--- src/rtl/fb_scanout_pkg.sv ---
// Screen geometry and scanout state encoding. The GPU that draws into the
// framebuffer uses the same constants.
package fb_scanout_pkg;

  localparam logic [15:0] SCREEN_START = 16'h0100;
  localparam int          SCREEN_W     = 64;
  localparam int          SCREEN_H     = 32;
  localparam int          ROW_BYTES    = SCREEN_W / 8;
  localparam int          FB_BYTES     = ROW_BYTES * SCREEN_H;

  typedef enum logic [1:0] {
    IDLE = 2'd0,
    RUN  = 2'd1,
    END  = 2'd2
  } scan_state_e;

endpackage

--- src/rtl/fb_byte_fetcher.sv ---
// Walks the framebuffer one byte at a time through the shared memory port and
// keeps a single prefetched byte ready for the pixel serialiser.
module fb_byte_fetcher
  import fb_scanout_pkg::*;
(
  input  logic        clk,
  input  logic        rst_n,
  input  logic        start,
  input  logic        active,
  input  logic        mem_busy,
  output logic        mem_read,
  output logic [15:0] mem_addr,
  input  logic [7:0]  mem_read_byte,
  output logic        byte_valid,
  output logic [7:0]  byte_data,
  input  logic        take
);

  logic [8:0]  fetch_idx_reg;
  logic        mem_read_reg;
  logic        rd_wait_reg;
  logic [15:0] mem_addr_reg;
  logic [7:0]  nxt_reg;
  logic        nxt_valid_reg;
  logic        issue;

  // A read is in flight from the strobe cycle until the capture edge.
  assign issue = active && !nxt_valid_reg && !mem_read_reg && !rd_wait_reg &&
                 (fetch_idx_reg < 9'(FB_BYTES)) && !mem_busy;

  always_ff @(posedge clk or negedge rst_n) begin
    if (!rst_n) begin
      fetch_idx_reg <= '0;
      mem_read_reg  <= 1'b0;
      rd_wait_reg   <= 1'b0;
      mem_addr_reg  <= '0;
      nxt_reg       <= '0;
      nxt_valid_reg <= 1'b0;
    end else if (start) begin
      fetch_idx_reg <= '0;
      mem_read_reg  <= 1'b0;
      rd_wait_reg   <= 1'b0;
      nxt_valid_reg <= 1'b0;
    end else begin
      mem_read_reg <= issue;
      rd_wait_reg  <= mem_read_reg;
      if (issue) begin
        mem_addr_reg  <= SCREEN_START + {7'd0, fetch_idx_reg};
        fetch_idx_reg <= fetch_idx_reg + 9'd1;
      end
      // Capture happens only while the buffer is empty, so it never meets a take.
      if (rd_wait_reg) begin
        nxt_reg       <= mem_read_byte;
        nxt_valid_reg <= 1'b1;
      end else if (take) begin
        nxt_valid_reg <= 1'b0;
      end
    end
  end

  assign mem_read   = mem_read_reg;
  assign mem_addr   = mem_addr_reg;
  assign byte_valid = nxt_valid_reg;
  assign byte_data  = nxt_reg;

endmodule

--- src/rtl/fb_scanout.sv ---
// Raster scanout of the 64x32 monochrome framebuffer as a valid/ready pixel
// stream, one frame after another while enabled.
module fb_scanout
  import fb_scanout_pkg::*;
(
  input  logic        clk,
  input  logic        rst_n,
  input  logic        enable,
  input  logic        mem_busy,
  output logic        mem_read,
  output logic [15:0] mem_addr,
  input  logic [7:0]  mem_read_byte,
  output logic        pix_valid,
  input  logic        pix_ready,
  output logic        pix_data,
  output logic [5:0]  pix_x,
  output logic [4:0]  pix_y,
  output logic        pix_first,
  output logic        pix_last,
  output logic        frame_done
);

  scan_state_e state_reg, state_next;
  logic [7:0]  cur_reg, cur_next;
  logic [2:0]  cnt_reg, cnt_next;
  logic        cur_valid_reg, cur_valid_next;
  logic [5:0]  x_reg, x_next;
  logic [4:0]  y_reg, y_next;
  logic        done_reg, done_next;

  logic        start;
  logic        take;
  logic        byte_valid;
  logic [7:0]  byte_data;
  logic        accept;
  logic        at_last;

  fb_byte_fetcher u_fetch (
    .clk           (clk),
    .rst_n         (rst_n),
    .start         (start),
    .active        (state_reg == RUN),
    .mem_busy      (mem_busy),
    .mem_read      (mem_read),
    .mem_addr      (mem_addr),
    .mem_read_byte (mem_read_byte),
    .byte_valid    (byte_valid),
    .byte_data     (byte_data),
    .take          (take)
  );

  assign accept  = cur_valid_reg && pix_ready;
  assign at_last = (x_reg == 6'(SCREEN_W - 1)) && (y_reg == 5'(SCREEN_H - 1));

  always_comb begin
    state_next     = state_reg;
    cur_next       = cur_reg;
    cnt_next       = cnt_reg;
    cur_valid_next = cur_valid_reg;
    x_next         = x_reg;
    y_next         = y_reg;
    done_next      = 1'b0;
    start          = 1'b0;
    take           = 1'b0;
    case (state_reg)
      IDLE, END: begin
        if (enable) begin
          state_next     = RUN;
          start          = 1'b1;
          x_next         = '0;
          y_next         = '0;
          cnt_next       = '0;
          cur_valid_next = 1'b0;
        end else begin
          state_next = IDLE;
        end
      end
      RUN: begin
        if (accept) begin
          cur_next = {cur_reg[6:0], 1'b0};
          cnt_next = cnt_reg + 3'd1;
          x_next   = x_reg + 6'd1;
          if (x_reg == 6'(SCREEN_W - 1)) y_next = y_reg + 5'd1;
        end
        if (accept && at_last) begin
          done_next      = 1'b1;
          cur_valid_next = 1'b0;
          state_next     = END;
        end else if (!cur_valid_reg || (accept && cnt_reg == 3'd7)) begin
          // Refill in the same cycle the last bit leaves, so the stream has no gap.
          if (byte_valid) begin
            take           = 1'b1;
            cur_next       = byte_data;
            cnt_next       = '0;
            cur_valid_next = 1'b1;
          end else begin
            cur_valid_next = 1'b0;
          end
        end
      end
      default: state_next = IDLE;
    endcase
  end

  always_ff @(posedge clk or negedge rst_n) begin
    if (!rst_n) begin
      state_reg     <= IDLE;
      cur_reg       <= '0;
      cnt_reg       <= '0;
      cur_valid_reg <= 1'b0;
      x_reg         <= '0;
      y_reg         <= '0;
      done_reg      <= 1'b0;
    end else begin
      state_reg     <= state_next;
      cur_reg       <= cur_next;
      cnt_reg       <= cnt_next;
      cur_valid_reg <= cur_valid_next;
      x_reg         <= x_next;
      y_reg         <= y_next;
      done_reg      <= done_next;
    end
  end

  assign pix_valid  = cur_valid_reg;
  assign pix_data   = cur_valid_reg & cur_reg[7];
  assign pix_x      = x_reg;
  assign pix_y      = y_reg;
  assign pix_first  = cur_valid_reg && (x_reg == 6'd0) && (y_reg == 5'd0);
  assign pix_last   = cur_valid_reg && at_last;
  assign frame_done = done_reg;

endmodule

--- config.mk ---
export PLATFORM = sky130hd
export DESIGN_NAME = fb_scanout
export DESIGN_NICKNAME = d
export VERILOG_FILES = /design/src/rtl/fb_scanout_pkg.sv /design/src/rtl/fb_byte_fetcher.sv /design/src/rtl/fb_scanout.sv
export SDC_FILE = /design/constraint.sdc
export NUM_CORES = 1
export LEC_CHECK = 0
export ABC_AREA = 1
export CAP_MARGIN = 20
export CELL_PAD_IN_SITES_DETAIL_PLACEMENT = 0
export CELL_PAD_IN_SITES_GLOBAL_PLACEMENT = 1
export CORE_UTILIZATION = 40
export DETAILED_ROUTE_END_ITERATION = 16
export PLACE_DENSITY = 0.87
export SKIP_CTS_REPAIR_TIMING = 1
export SLEW_MARGIN = 20
export SYNTH_ARGS = -nofsm -noshare
export SYNTH_HDL_FRONTEND = slang
export SYNTH_SLANG_ARGS = --single-unit
export TNS_END_PERCENT = 10
--- constraint.sdc ---
create_clock -name clk -period 1.7 [get_ports clk]
set_input_delay 0.34 -clock clk [delete_from_list [all_inputs] [get_ports clk]]
set_output_delay 0.34 -clock clk [all_outputs]
set_load 0.1 [all_outputs]
==> reports/summary.txt, run 1 <==
CRITICAL PATH
------------------------------------------------------------------------------------
Worst setup path category                                               flop to output port
Element type at the critical path start                                         flop
Element type at the critical path end                                    output port
Critical path, cell by cell                                             ha_4, inv_1, nor3_2, ha_2, inv_2, nor4_4, buf_12
Required time at the endpoint of the critical path                           1360 ps
End of the critical path                                                    pix_last
Worst Path Arrival                                                           1730 ps
Reg-to-reg setup timing slack                                                 -40 ps
Reg2reg end                                                               cur_reg[2]
Worst-case reg-to-reg path depth                                                  11
Startpoint of the most critical setup path                                  pix_y[1]
Critical-path top delay cell                                                 dfrtp_4
Delay contributed by the slowest stage of the critical path                   450 ps
Top fanout value on the critical path                                              3
Reg2reg start                                                               pix_y[1]

CTS
------------------------------------------------------------------------------------
TritonCTS Buffers                                                                  5
Clock tree from TritonCTS                                                      built
Max Root-Sink Buffers                                                              2
Insertion delay to the later sink of the worst-skew pair                      300 ps
Number of sinks handled by clock tree synthesis                                   56
Clock transition at the registers of the reported paths                       100 ps
Maximum level of the CTS H-tree                                                    2
Buffer type at the clock tree root                                          clkbuf_8

MIN PATH
------------------------------------------------------------------------------------
Worst Hold Class                                                        input pin to async pin

SYNTHESIS
------------------------------------------------------------------------------------
Share of flip-flops with an asynchronous set or reset after synthesis           100%
Most instantiated flip-flop cell in the synthesis netlist                    dfrtp_1
Synth top area share                                                           47.8%
Synthesized area                                                          2930 sq um
Number of enable flip-flop cells after synthesis                                   0
Register area share after synthesis                                            47.8%
Syn Inst Count                                                                   365
Total of warnings raised by yosys                                                  0
Synthesized area per cell                                                 8.04 sq um
Count of cell types in the netlist                                                29
Largest cells by area after synthesis                                   dfrtp_1 48%, nand2_1 12%, inv_1 7.3%
Number of flip-flops and latches in the synthesized netlist                       56
Top cell type by total area after synthesis                                  dfrtp_1

PLACED DESIGN
------------------------------------------------------------------------------------
Placed wire-length estimate after detailed placement                         4.67 mm
Placer's final routability congestion estimate                                 0.788
Worst setup slack after placement                                           -47.2 ps
IO Port Bufs                                                                      39
Post-Place Cells                                                                 517

POWER
------------------------------------------------------------------------------------
Cell Int Power                                                               3.82 mW
Power, Total                                                                 7.13 mW
Clk network pwr share                                                          14.2%
Max rail drop VDD                                                            1.03 mV
Portion of total power attributed to sequential cells                          30.4%
Net switching share of the total power                                         46.4%
Power share of the combinational group                                         55.4%
Power per Cell Area                                                     1730 nW/um^2
P_sw                                                                         3.31 mW
Leak                                                                         2.03 nW

TIMING
------------------------------------------------------------------------------------
Number of max-slew violations in the final report                                  0
Share of the clock period used by the worst path after layout                   122%
Largest clock skew in the final design                                       11.7 ps
Final setup slack of the worst path                                          -369 ps
Post-route minimum period                                                    2070 ps
Setup violations, final                                                            8
RSZ-0062 raised after global routing                                             yes
Maximum frequency from static timing analysis                              0.483 GHz
Final Hold Viols                                                                   0
Sum of negative setup slack                                                  -822 ps

FLOORPLAN
------------------------------------------------------------------------------------
Core area                                                                 6940 sq um
Io pins                                                                           46
Die Span X                                                                   87.6 um
Standard-cell rows                                                                30
DIE HEIGHT                                                                   87.6 um
Area enclosed by the die boundary                                         7680 sq um
Initial Util                                                                   42.2%

GLOBAL ROUTING
------------------------------------------------------------------------------------
Antenna violations before repair                                                   0
Via count of the first global-routing pass                                     2,359
Total global routing overflow                                                      0
Overall routing resource usage                                                 17.5%
Pin count of the biggest net entering global routing                              39
Wire length of the first global-routing pass                                 10.6 mm

DETAILED ROUTING
------------------------------------------------------------------------------------
Ratio of routed vias to standard cells                                          4.75
WL per Instance                                                              11.7 um
Detail Route Antenna Nets                                                          0
Via count of the routed design                                                 2,505
Final routed DRC violation total                                                   0
Initial drt markers                                                              179
First-pass iteration count of the detailed router                                  4
Aggregate routed wire length                                                 6.19 mm

LAYOUT
------------------------------------------------------------------------------------
Fraction of final layout cells with drive strength greater than 1              25.5%
NumNets Final                                                                    451
Most common library cell in the layout ignoring fill and taps                nand2_1
Diode count                                                                        0
Number of flip-flops under the largest register name                              10
Commonest cells after routing, fill and taps aside                      90 x nand2_1, 52 x inv_1, 44 x dfrtp_1
Final instance count without filler cells                                        527
Util after Layout                                                              59.2%
Area growth from synthesis to final layout                                     40.1%

OUTCOME
------------------------------------------------------------------------------------
Violations in the final reports                                         setup timing
Result of the run                                                       finished, violations left

FLOW RUN
------------------------------------------------------------------------------------
Total of max-cap violations                                                        0

## critical path: cells and delay by family, from the launching register on
family,cells,cell delay [ps]
simple gates,2,320
fa+ha+maj,2,340
buf+inv,3,330
flops,1,450
## cell type report
| type | instances | area [sq um] |
|---|---|---|
| Fill cell | 608 | 2830 |
| Clock inverter | 2 | 60.1 |
| Multi-Input combinational cell | 239 | 1290 |
| Inverter | 61 | 241 |
| Tap cell | 96 | 120 |
| Sequential cell | 56 | 1430 |
| Clock buffer | 6 | 72.6 |
| Timing Repair Buffer | 67 | 893 |
## power by group through the flow
| stage | logic (mW) | clock network (mW) | registers, mW |
|---|---|---|---|
| floorplan | 1.50 | 0 | 3.19 |
| global placement | 3.84 | 0 | 2.17 |
| detailed placement | 3.90 | 0 | 2.18 |
| CTS | 3.92 | 1.04 | 2.16 |
| global route | 4.26 | 1.09 | 2.24 |
| finish | 3.95 | 1.01 | 2.17 |
## cell usage after synthesis, types with 4 or more instances
master / count
nor3_1: 4
dfrtp_1: 56
a21oi_1: 13
nor2_1: 19
o21ai_0: 22
xor2_1: 4
nand2_2: 7
nand2_1: 91
nor2_2: 4
inv_1: 57
ha_1: 8
nand3_1: 30
buf_2: 4
nand4_1: 12
buf_4: 6
## kinds of logic (layout without fill, tap and decap cells)
logic type / after synthesis / count (layout) / synth area share (%)
buf+inv: 75 / 136 / 11.0
simple gates: 175 / 175 / 27.9
flops: 56 / 56 / 47.8
other cells: 1 / 6 / 0.128
compound gates: 46 / 46 / 8.58
xor+xnor: 4 / 4 / 1.19
fa+ha+maj: 8 / 8 / 3.41
## through the flow
step | area (sq um) | hold slack (ps)
after floorplan | 3030 | 44.4
after global placement | 3940 | 196
after detailed placement | 3940 | 197
after CTS | 4070 | -145
after global routing | 4110 | 443
final | 4110 | 427
## how the worst min path moves through the flow
stage	from	endpoint
2_1_floorplan	rst_n	cnt_reg[0]
6_report	rst_n	u_fetch.mem_addr[4]
4_1_cts	rst_n	u_fetch.mem_addr[4]
3_5_place_dp	rst_n	u_fetch.mem_addr[8]
5_1_grt	rst_n	u_fetch.mem_addr[4]
3_3_place_gp	rst_n	u_fetch.mem_addr[1]
## metal layers
metal | global-route usage [%] | vias to the layer above | routed length [um]
met2 | 29.6 | 42 | 2970
met3 | 1.70 | 5 | 137
met1 | 23.7 | 1185 | 3000
li1 | - | 1273 | -
met4 | 5.81 | 0 | 74
met5 | 0 | - | 0
(Power assumes the default switching activity.)
==> run 2: changes to the inputs <==
--- a/config.mk
+++ b/config.mk
@@ -5,15 +5,15 @@
 export SDC_FILE = /design/constraint.sdc
 export NUM_CORES = 1
 export LEC_CHECK = 0
-export ABC_AREA = 1
 export CAP_MARGIN = 20
 export CELL_PAD_IN_SITES_DETAIL_PLACEMENT = 0
 export CELL_PAD_IN_SITES_GLOBAL_PLACEMENT = 1
 export CORE_UTILIZATION = 40
 export DETAILED_ROUTE_END_ITERATION = 16
-export PLACE_DENSITY = 0.87
+export PLACE_DENSITY = 0.85
 export SKIP_CTS_REPAIR_TIMING = 1
-export SLEW_MARGIN = 20
+export SKIP_LAST_GASP = 1
+export SLEW_MARGIN = 25
 export SYNTH_ARGS = -nofsm -noshare
 export SYNTH_HDL_FRONTEND = slang
 export SYNTH_SLANG_ARGS = --single-unit
==> reports/summary.txt, run 2 <==
CTS
------------------------------------------------------------------------------------
Maximum level of the CTS H-tree                                                    2
Clock tree from TritonCTS                                                      built
Max Root-Sink Buffers                                                              2
Clock transition at the registers of the reported paths                        90 ps
Insertion delay to the later sink of the worst-skew pair                      300 ps
Number of sinks handled by clock tree synthesis                                   56
Buffer type at the clock tree root                                          clkbuf_8
TritonCTS Buffers                                                                  5

DETAILED ROUTING
------------------------------------------------------------------------------------
WL per Instance                                                              14.2 um
Met1 routed wirelength after detailed routing                                2.57 mm
Highest metal layer used by the detailed router                                 met4
First-pass iteration count of the detailed router                                  4
Detail Route Antenna Nets                                                          0
Initial drt markers                                                               82
Ratio of routed vias to standard cells                                          5.19
Via count of the routed design                                                 2,012
Wire length on met3                                                           151 um
Final routed DRC violation total                                                   0
Aggregate routed wire length                                                 5.52 mm
Detailed-routed wire length on met2                                          2.77 mm

TIMING
------------------------------------------------------------------------------------
Share of the clock period used by the worst path after layout                   122%
Final setup slack of the worst path                                          -376 ps
Number of max-slew violations in the final report                                  0
Largest clock skew in the final design                                       6.50 ps
Setup violations, final                                                           23
Final Hold Viols                                                                   0
RSZ-0062 raised after global routing                                             yes
Maximum frequency from static timing analysis                              0.482 GHz
Post-route minimum period                                                    2080 ps

FLOORPLAN
------------------------------------------------------------------------------------
Initial Util                                                                   42.5%
Core area                                                                 6100 sq um
Area enclosed by the die boundary                                         6800 sq um
Standard-cell rows                                                                28
Io pins                                                                           46
DIE HEIGHT                                                                   82.5 um
Die Span X                                                                   82.5 um

LAYOUT
------------------------------------------------------------------------------------
Register area                                                             1430 sq um
Non-Filler Cell Area, Final                                               3830 sq um
Fraction of final layout cells with drive strength greater than 1              39.0%
Diode count                                                                        0
Filler Cells Inserted                                                            486
Number of flip-flops under the largest register name                              10
NumNets Final                                                                    333
Commonest cells after routing, fill and taps aside                      43 x dfrtp_1, 35 x buf_4, 29 x buf_12
Most common library cell in the layout ignoring fill and taps                dfrtp_1
Area growth from synthesis to final layout                                     47.7%
Total area of multi-input combinational cells                             1210 sq um

POWER
------------------------------------------------------------------------------------
Cell Int Power                                                               3.39 mW
Portion of total power attributed to sequential cells                          35.0%
Power share of the combinational group                                         53.4%
Net switching share of the total power                                         43.3%
Clk network pwr share                                                          11.6%
Max rail drop VDD                                                            1.11 mV
P_sw                                                                         2.59 mW
Leak                                                                         1.71 nW
Power per Cell Area                                                     1560 nW/um^2

CRITICAL PATH
------------------------------------------------------------------------------------
Critical path, cell by cell                                             buf_6, inv_4, ha_4, nor4b_4, and4b_4, buf_12
Startpoint of the most critical setup path                                  pix_y[0]
Worst setup path category                                               flop to output port
Reg-to-reg setup timing slack                                                -160 ps
Critical-path top delay cell                                                 dfrtp_4
Top fanout value on the critical path                                              3
Worst Path Arrival                                                           1740 ps
Reg2reg end                                                             u_fetch.fetch_idx_reg[4]
Crit path buffers/inverters                                                        3
End of the critical path                                                   pix_first
Number of gates on the worst path with buffers counted                             6
Element type at the critical path start                                         flop
Required time at the endpoint of the critical path                           1360 ps
Cell family with the largest share of critical-path delay                 flip-flops
Element type at the critical path end                                    output port
Reg2reg start                                                           u_fetch.mem_read
Delay contributed by the slowest stage of the critical path                   510 ps
Worst-case reg-to-reg path depth                                                   4

SYNTHESIS
------------------------------------------------------------------------------------
Number of flip-flops and latches in the synthesized netlist                       56
Syn Inst Count                                                                   236
Share of flip-flops with an asynchronous set or reset after synthesis           100%
Top cell type by total area after synthesis                                  dfrtp_1
Register area share after synthesis                                            54.1%
Number of enable flip-flop cells after synthesis                                   0
Synth top area share                                                           54.1%
Synthesized area                                                          2590 sq um
Synthesized area per cell                                                 11.0 sq um
Commonest cells in the synthesized netlist                              56 x dfrtp_1, 22 x nand2_1, 22 x nand3_1
Total of warnings raised by yosys                                                  0
Most instantiated flip-flop cell in the synthesis netlist                    dfrtp_1
Largest cells by area after synthesis                                   dfrtp_1 54%, mux2_2 7.0%, nand3_1 4.2%
Most frequent cell after synthesis                                           dfrtp_1
Count of cell types in the netlist                                                40

MIN PATH
------------------------------------------------------------------------------------
Worst Hold Class                                                        input pin to async pin

PLACED DESIGN
------------------------------------------------------------------------------------
Placer's final routability congestion estimate                                 0.766
Worst setup slack after placement                                            -271 ps
Placed wire-length estimate after detailed placement                         4.08 mm
IO Port Bufs                                                                      39
Post-place instance area                                                  3660 sq um

GLOBAL ROUTING
------------------------------------------------------------------------------------
Wire length of the first global-routing pass                                 9.18 mm
Antenna violations before repair                                                   0
Via count of the first global-routing pass                                     1,926
Overall routing resource usage                                                 17.9%
Total global routing overflow                                                      0
Pin count of the biggest net entering global routing                              57

OUTCOME
------------------------------------------------------------------------------------
Violations in the final reports                                         setup timing
Result of the run                                                       finished, violations left

FLOW RUN
------------------------------------------------------------------------------------
Total of max-cap violations                                                        0

## run 2: cell types whose count changed after synthesis, moves of 5 or more
cell | before | now
o21ai_0 | 22 | 10
nand3_1 | 30 | 22
a21oi_1 | 13 | 2
and2_1 | 0 | 7
nand2_1 | 91 | 22
nor2_1 | 19 | 11
nand2_2 | 7 | 0
mux2_2 | 0 | 16
inv_1 | 57 | 7
nand4_1 | 12 | 5
nand2b_1 | 0 | 5
## run 2: cells by family (layout without fill, tap and decap cells)
kind of cell	Yosys count	in the layout	share of synthesized area, %
compound gates	30	30	8.45
xor+xnor	8	8	2.70
fa+ha+maj	8	8	3.86
buf+inv	21	93	4.01
flops	56	56	54.1
mux	16	16	6.95
other cells	1	6	0.145
simple gates	96	96	19.8
## run 2: power groups by stage
stage | Clock [mW] | Sequential (mW) | Combinational (mW)
finish | 0.691 | 2.09 | 3.19
global route | 0.755 | 2.14 | 3.38
CTS | 0.712 | 2.08 | 3.18
detailed placement | 0 | 2.11 | 3.18
global placement | 0 | 2.08 | 3.13
floorplan | 0 | 2.82 | 1.21
## run 2: stage by stage
step	instances	setup TNS, ps	hold WS (ps)	utilization, %	total power, mW
after floorplan	241	-7480	44.4	-	4.03
after global placement	378	-2970	361	60.1	5.21
after detailed placement	378	-3950	363	60.1	5.28
after CTS	386	-3340	33.1	61.4	5.97
after global routing	388	-4930	48.0	62.8	6.27
final	388	-2900	12.5	62.8	5.98
## run 2: routing by layer
| metal | vias up | GRT usage [%] |
|---|---|---|
| li1 | 979 | - |
| met1 | 999 | 25.2 |
| met2 | 32 | 28.9 |
| met3 | 2 | 2.75 |
| met4 | 0 | 4.39 |
| met5 | - | 0 |
## run 2: worst min-delay path by stage
stage | endpoint | slack, ps | depth (start not counted)
after global placement | u_fetch.mem_addr[8] | 360 | 2
after CTS | u_fetch.mem_addr[7] | 30 | 2
after floorplan | cnt_reg[0] | 40 | 0
after detailed placement | u_fetch.mem_addr[8] | 360 | 2
after global routing | u_fetch.mem_addr[4] | 50 | 2
final | u_fetch.mem_addr[4] | 10 | 2
## run 2: layout make-up
cell class,instances,share of cell area (%)
Sequential cell,56,37.3
Clock buffer,7,1.99
Tap cell,75,2.45
Timing Repair Buffer,78,25.6
Multi-Input combinational cell,164,31.7
Inverter,7,0.818
Clock inverter,1,0.131
==> run 3: changes to the inputs <==
--- a/config.mk
+++ b/config.mk
@@ -6,14 +6,14 @@
 export NUM_CORES = 1
 export LEC_CHECK = 0
 export CAP_MARGIN = 20
-export CELL_PAD_IN_SITES_DETAIL_PLACEMENT = 0
-export CELL_PAD_IN_SITES_GLOBAL_PLACEMENT = 1
-export CORE_UTILIZATION = 40
+export CELL_PAD_IN_SITES_DETAIL_PLACEMENT = 2
+export CELL_PAD_IN_SITES_GLOBAL_PLACEMENT = 2
+export CORE_UTILIZATION = 34
 export DETAILED_ROUTE_END_ITERATION = 16
-export PLACE_DENSITY = 0.85
+export PLACE_DENSITY = 0.87
 export SKIP_CTS_REPAIR_TIMING = 1
 export SKIP_LAST_GASP = 1
-export SLEW_MARGIN = 25
+export SLEW_MARGIN = 20
 export SYNTH_ARGS = -nofsm -noshare
 export SYNTH_HDL_FRONTEND = slang
 export SYNTH_SLANG_ARGS = --single-unit
==> reports/summary.txt, run 3 (synthesized netlist as in run 2, its figures left out) <==
GLOBAL ROUTING
--------------------------------------------------------------------------------
Pin count of the biggest net entering global routing                          24
Via count of the first global-routing pass                                 2,524
Met3 demand-to-capacity share in global routing                            3.97%
GR met2 Demand/Resource                                                    44.3%
GR met1 Demand/Resource                                                    26.8%
Most utilized layer in the global route result                              met2
Overall routing resource usage                                             23.4%
Wire length of the first global-routing pass                             13.6 mm
Antenna violations before repair                                               0
Total global routing overflow                                                  0

CTS
--------------------------------------------------------------------------------
Clock tree from TritonCTS                                                  built
Insertion delay to the later sink of the worst-skew pair                  330 ps
Number of sinks handled by clock tree synthesis                               56
Clock transition at the registers of the reported paths                   120 ps
TritonCTS Buffers                                                              5
Max Root-Sink Buffers                                                          2
Buffer type at the clock tree root                                      clkbuf_8
Maximum level of the CTS H-tree                                                2

PLACED DESIGN
--------------------------------------------------------------------------------
IO Port Bufs                                                                  39
Placer's final routability congestion estimate                             0.759
Placed wire-length estimate after detailed placement                     6.25 mm

TIMING
--------------------------------------------------------------------------------
Number of max-slew violations in the final report                              0
Setup violations, final                                                       31
Actual transition at the worst max-transition pin                         530 ps
Slew margin rel.                                                           64.4%
RSZ-0062 raised after global routing                                         yes
Share of the clock period used by the worst path after layout               125%
Largest clock skew in the final design                                   19.1 ps
Final setup slack of the worst path                                      -425 ps
Post-route minimum period                                                2130 ps
Maximum frequency from static timing analysis                          0.471 GHz
Final Hold Viols                                                               0
Sum of negative setup slack                                             -6230 ps

CRITICAL PATH
--------------------------------------------------------------------------------
Top fanout value on the critical path                                          2
Worst setup path category                                           flop to output port
Element type at the critical path start                                     flop
Worst Path Arrival                                                       1790 ps
Required time at the endpoint of the critical path                       1360 ps
Startpoint of the most critical setup path                              pix_y[1]
End of the critical path                                               pix_first
Worst-case reg-to-reg path depth                                               9
Reg2reg start                                                           pix_y[0]
Reg2reg end                                                           cur_reg[3]
Reg-to-reg setup timing slack                                            -340 ps
Element type at the critical path end                                output port

DETAILED ROUTING
--------------------------------------------------------------------------------
Ratio of routed vias to standard cells                                      5.22
First-pass iteration count of the detailed router                              4
WL per Instance                                                          21.5 um
Via count of the routed design                                             2,173
Initial drt markers                                                           78
Aggregate routed wire length                                             8.93 mm
Detail Route Antenna Nets                                                      0
Final routed DRC violation total                                               0

LAYOUT
--------------------------------------------------------------------------------
Area growth from synthesis to final layout                                 50.9%
Number of flip-flops under the largest register name                          10
Diode count                                                                    0
Total area of multi-input combinational cells                         1190 sq um
Register area                                                         1430 sq um
Filler Cells Inserted                                                        752
Fraction of final layout cells with drive strength greater than 1          39.7%
NumNets Final                                                                337
Most common library cell in the layout ignoring fill and taps            dfrtp_1
Commonest cells after routing, fill and taps aside                  43 x dfrtp_1, 37 x buf_4, 29 x buf_12

POWER
--------------------------------------------------------------------------------
Leak                                                                     1.75 nW
Max rail drop VDD                                                       0.937 mV
Power per Cell Area                                                 1640 nW/um^2
Power, Total                                                             6.42 mW

FLOORPLAN
--------------------------------------------------------------------------------
Io pins                                                                       46
DIE HEIGHT                                                               89.3 um
Die Span X                                                               89.3 um
Standard-cell rows                                                            31
Core area                                                             7290 sq um
Initial Util                                                               35.5%
Area enclosed by the die boundary                                     7970 sq um

MIN PATH
--------------------------------------------------------------------------------
Worst Hold Class                                                    input pin to async pin

OUTCOME
--------------------------------------------------------------------------------
Result of the run                                                   finished, violations left
Violations in the final reports                                     setup timing

FLOW RUN
--------------------------------------------------------------------------------
Total of max-cap violations                                                    0

[run 3: worst min-delay path by stage]
stage	start	to	slack [ps]	cells past startpoint
after floorplan	rst_n	cnt_reg[0]	40	0
after global placement	rst_n	u_fetch.byte_data[6]	280	1
after detailed placement	rst_n	u_fetch.byte_data[6]	280	1
after CTS	rst_n	u_fetch.byte_data[6]	-80	1
after global routing	rst_n	cur_reg[7]	480	2
final	rst_n	cur_reg[6]	460	2
[run 3: critical path, stage by stage, from the launching register on]
cell     delay [ps]
dfrtp_4         520
buf_6           130
inv_4            50
ha_4            120
nor4b_4         180
and4b_4         270
buf_12          170
[run 3: routing by layer]
layer  up-vias  wire length (um)
met4         0               230
li1        985                 -
met3        19               300
met1      1118              3450
met5         -                 0
met2        51              4950
[run 3: layout make-up]
type | instances | share of cell area [%]
Sequential cell | 56 | 36.5
Timing Repair Buffer | 82 | 26.0
Multi-Input combinational cell | 164 | 30.6
Tap cell | 99 | 3.17
Inverter | 7 | 0.800
Clock buffer | 5 | 1.76
Clock inverter | 3 | 1.18
[run 3: where the power goes]
| group | internal, mW | total (mW) | switching, mW |
|---|---|---|---|
| clock network | 0.445 | 0.937 | 0.492 |
| logic | 1.34 | 3.35 | 2.00 |
| registers | 1.75 | 2.14 | 0.384 |
| total | 3.54 | 6.42 | 2.88 |
[run 3: through the flow]
stage	setup WS, ps	area (sq um)	util (%)	instances	hold slack (ps)
3_5_place_dp	-310	3690	50.5	401	284
5_1_grt	-469	3910	53.6	416	478
3_3_place_gp	-156	3690	50.5	401	284
2_1_floorplan	-422	2700	-	241	44.4
4_1_cts	-490	3800	52.1	409	-77.4
6_report	-425	3910	53.6	416	458
